===== src/rtl/controller_sequencer_if.sv =====
// Load/enable strobe bundle between the controller-sequencer and the
// bus-attached registers. The master drives strobes and ring state; the
// opcode comes back from the instruction register.
interface controller_sequencer_if;
  logic [3:0] opcode;
  logic [5:0] t_state;
  logic       Cp, Ep, nLm, nCE, nLi, nEi, nLa, Ea, Su, Eu, nLb, nLo;
  logic       halt;

  modport master (
    input  opcode,
    output t_state, Cp, Ep, nLm, nCE, nLi, nEi, nLa, Ea, Su, Eu, nLb, nLo, halt
  );

  modport slave (
    output opcode,
    input  t_state, Cp, Ep, nLm, nCE, nLi, nEi, nLa, Ea, Su, Eu, nLb, nLo, halt
  );
endinterface


===== src/rtl/controller_sequencer.sv =====
// SAP-1 controller-sequencer: one-hot T1..T6 ring counter plus a combinational
// control-word decode of ring state and IR opcode. HLT freezes the ring in T4
// with every strobe parked at its inactive level until clr.
module controller_sequencer #(
  parameter int NT = 6
) (
  input  logic                   clk,
  input  logic                   clr,
  controller_sequencer_if.master bus
);

  typedef enum logic [NT-1:0] {
    T1 = NT'(1),
    T2 = NT'(2),
    T3 = NT'(4),
    T4 = NT'(8),
    T5 = NT'(16),
    T6 = NT'(32)
  } ring_t;

  localparam logic [3:0] OP_LDA = 4'b0000;
  localparam logic [3:0] OP_ADD = 4'b0001;
  localparam logic [3:0] OP_SUB = 4'b0010;
  localparam logic [3:0] OP_OUT = 4'b1110;
  localparam logic [3:0] OP_HLT = 4'b1111;

  ring_t state, state_nxt;
  logic  halt_q, halt_set;

  // Ring and halt flag; clr wins over both advance and halt.
  always_ff @(posedge clk) begin
    if (clr) begin
      state  <= T1;
      halt_q <= 1'b0;
    end else begin
      state <= state_nxt;
      if (halt_set) halt_q <= 1'b1;
    end
  end

  // Next ring state; HLT in T4 holds the ring so it freezes in T4.
  // Any non-one-hot value falls through to T1.
  always_comb begin
    halt_set  = (state == T4) && (bus.opcode == OP_HLT) && !halt_q;
    state_nxt = state;
    if (!halt_q && !halt_set) begin
      case (state)
        T1:      state_nxt = T2;
        T2:      state_nxt = T3;
        T3:      state_nxt = T4;
        T4:      state_nxt = T5;
        T5:      state_nxt = T6;
        T6:      state_nxt = T1;
        default: state_nxt = T1;
      endcase
    end
  end

  // Control word decode. Fetch (T1..T3) ignores opcode since the IR only
  // loads on the T3->T4 edge. Only one bus driver is ever enabled per state.
  always_comb begin
    bus.Cp  = 1'b0;
    bus.Ep  = 1'b0;
    bus.nLm = 1'b1;
    bus.nCE = 1'b1;
    bus.nLi = 1'b1;
    bus.nEi = 1'b1;
    bus.nLa = 1'b1;
    bus.Ea  = 1'b0;
    bus.Su  = 1'b0;
    bus.Eu  = 1'b0;
    bus.nLb = 1'b1;
    bus.nLo = 1'b1;
    if (!halt_q) begin
      case (state)
        T1: begin
          bus.Ep  = 1'b1;
          bus.nLm = 1'b0;
        end
        T2: bus.Cp = 1'b1;
        T3: begin
          bus.nCE = 1'b0;
          bus.nLi = 1'b0;
        end
        T4: begin
          case (bus.opcode)
            OP_LDA, OP_ADD, OP_SUB: begin
              bus.nEi = 1'b0;
              bus.nLm = 1'b0;
            end
            OP_OUT: begin
              bus.Ea  = 1'b1;
              bus.nLo = 1'b0;
            end
            default: ;
          endcase
        end
        T5: begin
          case (bus.opcode)
            OP_LDA: begin
              bus.nCE = 1'b0;
              bus.nLa = 1'b0;
            end
            OP_ADD, OP_SUB: begin
              bus.nCE = 1'b0;
              bus.nLb = 1'b0;
              bus.Su  = (bus.opcode == OP_SUB);
            end
            default: ;
          endcase
        end
        T6: begin
          case (bus.opcode)
            OP_ADD, OP_SUB: begin
              bus.Eu  = 1'b1;
              bus.nLa = 1'b0;
              bus.Su  = (bus.opcode == OP_SUB);
            end
            default: ;
          endcase
        end
        default: ;
      endcase
    end
  end

  assign bus.t_state = state;
  assign bus.halt    = halt_q;

endmodule


===== src/flat_wrapper.sv =====
// flat-port wrapper written by rule: the top's interface ports become plain ports
module controller_sequencer_flat 
#(
  parameter int NT = 6
)
  (clk, clr, bus_opcode, bus_t_state, bus_Cp, bus_Ep, bus_nLm, bus_nCE, bus_nLi, bus_nEi, bus_nLa, bus_Ea, bus_Su, bus_Eu, bus_nLb, bus_nLo, bus_halt);
  controller_sequencer_if bus_i ();
  input  logic clk;
  input  logic clr;
  input wire logic [$bits(bus_i.opcode)-1:0] bus_opcode;
  output wire logic [$bits(bus_i.t_state)-1:0] bus_t_state;
  output wire logic [$bits(bus_i.Cp)-1:0] bus_Cp;
  output wire logic [$bits(bus_i.Ep)-1:0] bus_Ep;
  output wire logic [$bits(bus_i.nLm)-1:0] bus_nLm;
  output wire logic [$bits(bus_i.nCE)-1:0] bus_nCE;
  output wire logic [$bits(bus_i.nLi)-1:0] bus_nLi;
  output wire logic [$bits(bus_i.nEi)-1:0] bus_nEi;
  output wire logic [$bits(bus_i.nLa)-1:0] bus_nLa;
  output wire logic [$bits(bus_i.Ea)-1:0] bus_Ea;
  output wire logic [$bits(bus_i.Su)-1:0] bus_Su;
  output wire logic [$bits(bus_i.Eu)-1:0] bus_Eu;
  output wire logic [$bits(bus_i.nLb)-1:0] bus_nLb;
  output wire logic [$bits(bus_i.nLo)-1:0] bus_nLo;
  output wire logic [$bits(bus_i.halt)-1:0] bus_halt;
  assign bus_i.opcode = bus_opcode;
  assign bus_t_state = bus_i.t_state;
  assign bus_Cp = bus_i.Cp;
  assign bus_Ep = bus_i.Ep;
  assign bus_nLm = bus_i.nLm;
  assign bus_nCE = bus_i.nCE;
  assign bus_nLi = bus_i.nLi;
  assign bus_nEi = bus_i.nEi;
  assign bus_nLa = bus_i.nLa;
  assign bus_Ea = bus_i.Ea;
  assign bus_Su = bus_i.Su;
  assign bus_Eu = bus_i.Eu;
  assign bus_nLb = bus_i.nLb;
  assign bus_nLo = bus_i.nLo;
  assign bus_halt = bus_i.halt;
  controller_sequencer #(.NT(NT)) u_core (.clk(clk), .clr(clr), .bus(bus_i));
endmodule

===== config.mk =====
export PLATFORM = sky130hd
export DESIGN_NAME = controller_sequencer_flat
export DESIGN_NICKNAME = d
export VERILOG_FILES = /design/src/rtl/controller_sequencer_if.sv /design/src/rtl/controller_sequencer.sv /design/src/flat_wrapper.sv
export SDC_FILE = /design/constraint.sdc
export NUM_CORES = 1
export LEC_CHECK = 0
export CAP_MARGIN = 20
export CORE_AREA = 2 2 39 41
export DETAILED_ROUTE_END_ITERATION = 8
export DIE_AREA = 0 0 41 43
export MAX_ROUTING_LAYER = met4
export PLACE_DENSITY = 0.84
export SYNTH_ARGS = -nofsm -noshare
export SYNTH_HDL_FRONTEND = slang
export SYNTH_SLANG_ARGS = --single-unit

===== constraint.sdc =====
create_clock -name clk -period 3.08 [get_ports clk]
set_input_delay 0.616 -clock clk [delete_from_list [all_inputs] [get_ports clk]]
set_output_delay 0.616 -clock clk [all_outputs]
set_load 0.1 [all_outputs]

==> out/metrics.yaml <==
worst_setup_path:
  cpMaxStageDelayCell: "clkdlybuf4s50_1"
  start_kind: "primary input"
  critPathBufInv: 2
  cp.arrival_ns: 2.13
  critPathCaptureType: "output pin"
  cpLargestDelayFamily: "buffers and inverters"
  worstPathRequired_ns: 2.46
  crit_path_cell_trace: "clkdlybuf4s50_1 > nor2b_1 > o21ai_0 > or2_2 > buf_12"
  crit_path_max_fanout: 5
  critPathMaxStageDelay_ns: 0.54
  critPathKind: "primary input to output pin"
clock_network:
  clock_sinks: 7
  clock_tree_from_tritoncts: "yes"
  clock_insertion_delay_worst_skew_ns: 0.27
  clock_tree.buffer_depth: 2
  tritoncts.num_buffers: 3
  register_clock_pin_slew_on_the_reported_worst_setup_and_hold_paths_ns: 0.05
  cts.hold.buffers_added: 0
  post_cts.repair.setup_buffers: 0
  root_buf_cell: "clkbuf_4"
  htree_num_levels: 1
  post_cts_resize_count: 0
die:
  boundaryPins: 25
  core-area_um2: 1380
  fp.dieW_um: 41
  fp.dieH_um: 43
  overall_die_area_um2: 1760
  row_count: 14
  floorplan.initialDensity_pct: 35.4
synthesis:
  synth.lib_cells_used.distinct: 29
  synthesis.yosys.warnings: 0
  synth_area_leader_cell: "dfxtp_1"
  synth.cell_area_um2: 490
  number_of_enable_type_register_cells_in_the_synthesized_netlist: 0
  mean_instance_size_in_the_synthesized_netlist_um2: 7.43
  netlist_instances: 66
  postSynthRegisterBits: 7
  async_reset_ff_share_pct: 0
  largest_cells_by_area_after_synthesis: "dfxtp_1, nor3_1, nor2b_1"
  synth_top_flop_cell: "dfxtp_1"
  yosysTopAreaCellShare_pct: 28.6
  synth.net_count: 72
  synth.yosys.seq_area_share_pct: 28.6
layout:
  post_route_cells_drive_above_1_share_pct: 33.7
  post-route-util_pct: 62.3
  fillCellCount: 109
  syn_to_final_growth_pct: 75.8
  leading_cell_type_in_the_layout_fill_and_taps_excluded: "buf_4"
  number_of_antenna_diodes: 0
  most_frequent_cells_in_the_layout: "buf_4, buf_12, nor3_1, dfxtp_1, nor2_1"
  final_nets: 99
placement:
  buffer_ports.inserted: 24
  gp_routability_congestion: 0.847
  hpwlAfterDp_um: 1070
  preCtsSetupSlack_ns: 0.349
pwr:
  leakage_dissipation_uw: 0.000348
  pwr_density_cell_nw_per_um2: 737
  worst_ir_drop_vdd_v: 0.000361
global_routing:
  wire_length_of_the_first_global_routing_pass_um: 2070
  number_of_antenna_violations_at_the_first_check_in_global_routing: 0
  first_global_vias: 481
  global_route.usage.total_pct: 17.8
  grt-ovfl-total: 0
  largest_net_degree_at_the_start_of_global_routing: 16
drt:
  drt-total-wl_um: 1390
  drt_pass1_iterations: 4
  detail-route-antenna-nets: 0
  route.vias.total: 612
  route.detailed.drc: 0
  number_of_violations_reported_at_the_end_of_detailed_routing_iteration_0: 17
  avgViaCountPerCell: 5.67
  drt-wirelength-per-cell_um: 12.9
flow_run:
  cap_viol_max_count: 0
sta:
  min_setup_slack_post_route_ns: 0.332
  timing.final.max_slew_violations: 0
  setup_repair_after_global_routing_missed_its_margin: "false"
  timing.slew.headroom_pct: 58.5
  finalSetupViolations: 0
  fin_crit_sh_pct: 89.2
  hold_viol_final: 0
  max_slew.worst_pin.slew_ns: 0.621
  holdWs_ns: 0.591
  timing.fmax_ghz: 0.364
  final_period_minus_worst_setup_slack_ns: 2.75
  fin_worst_skew_ns: 0.00508
  finalSetupTns_ns: 0
worst_hold_path:
  hold_class: "register to register"
outcome:
  outcome: "completed"
==> registers in the layout, indices dropped and copies added, names as in the netlist <==
signal              flops
u_core.bus.t_state      6
u_core.bus.halt         1
==> synth_stat cells, drive strengths merged, types with 2 or more instances <==
cell    instances
nand4           2
nor3            7
or2             2
nor2            7
nand3           2
nand3b          2
o21ai           2
nand2           4
a21o            3
dfxtp           7
nor4            3
nor2b           5
a21oi           3
o211ai          2
==> cell type report <==
cell class	count	area, um2	area share [%]
clock inverter	1	5.00	0.581
inverter	1	3.75	0.435
sequential	7	140	16.3
timing repair buffer	24	293	34.0
clock buffer	3	22.5	2.61
tap	16	20.0	2.32
multi-input combinational	56	378	43.8
==> metal layers <==
metal,track usage [%],part of all wire (%),vias up
met3,6.28,6.2,4
met5,-,0,-
met1,21.0,44,283
met4,9.33,2.1,0
met2,25.6,48,23
li1,-,-,302
==> power breakdown <==
part	switching [uW]	total (uW)	internal (uW)
Clock	42.1	90.0	47.9
Combinational	299	416	117
Sequential	27.1	130	103
Total	368	635	267
==> through the flow <==
stage	power [uW]	cells	area, um2
2_1_floorplan	451	66	531
3_3_place_gp	543	104	835
3_5_place_dp	548	104	835
4_1_cts	641	108	862
5_1_grt	664	108	862
6_report	635	108	862
==> cell families after synthesis <==
logic type | Yosys count | share of synthesized area, %
xor+xnor | 1 | 1.79
flops | 7 | 28.6
compound gates | 17 | 24.2
buf+inv | 3 | 2.55
simple gates | 38 | 42.9
==> worst paths after layout <==
kind                                 startpoint                                  to  slack (ns)  cells past startpoint
min reg2reg  u_core.bus.t_state[3]$_SDFFE_PP0P_  u_core.bus.t_state[3]$_SDFFE_PP0P_        0.59                      1
max reg2reg  u_core.bus.t_state[0]$_SDFFE_PP1P_  u_core.bus.t_state[0]$_SDFFE_PP1P_        1.61                      4
min          u_core.bus.t_state[3]$_SDFFE_PP0P_  u_core.bus.t_state[3]$_SDFFE_PP0P_        0.59                      1
max                               bus_opcode[1]                             bus_nLb        0.33                      5
Note: power is estimated with default switching activity, not from simulation.
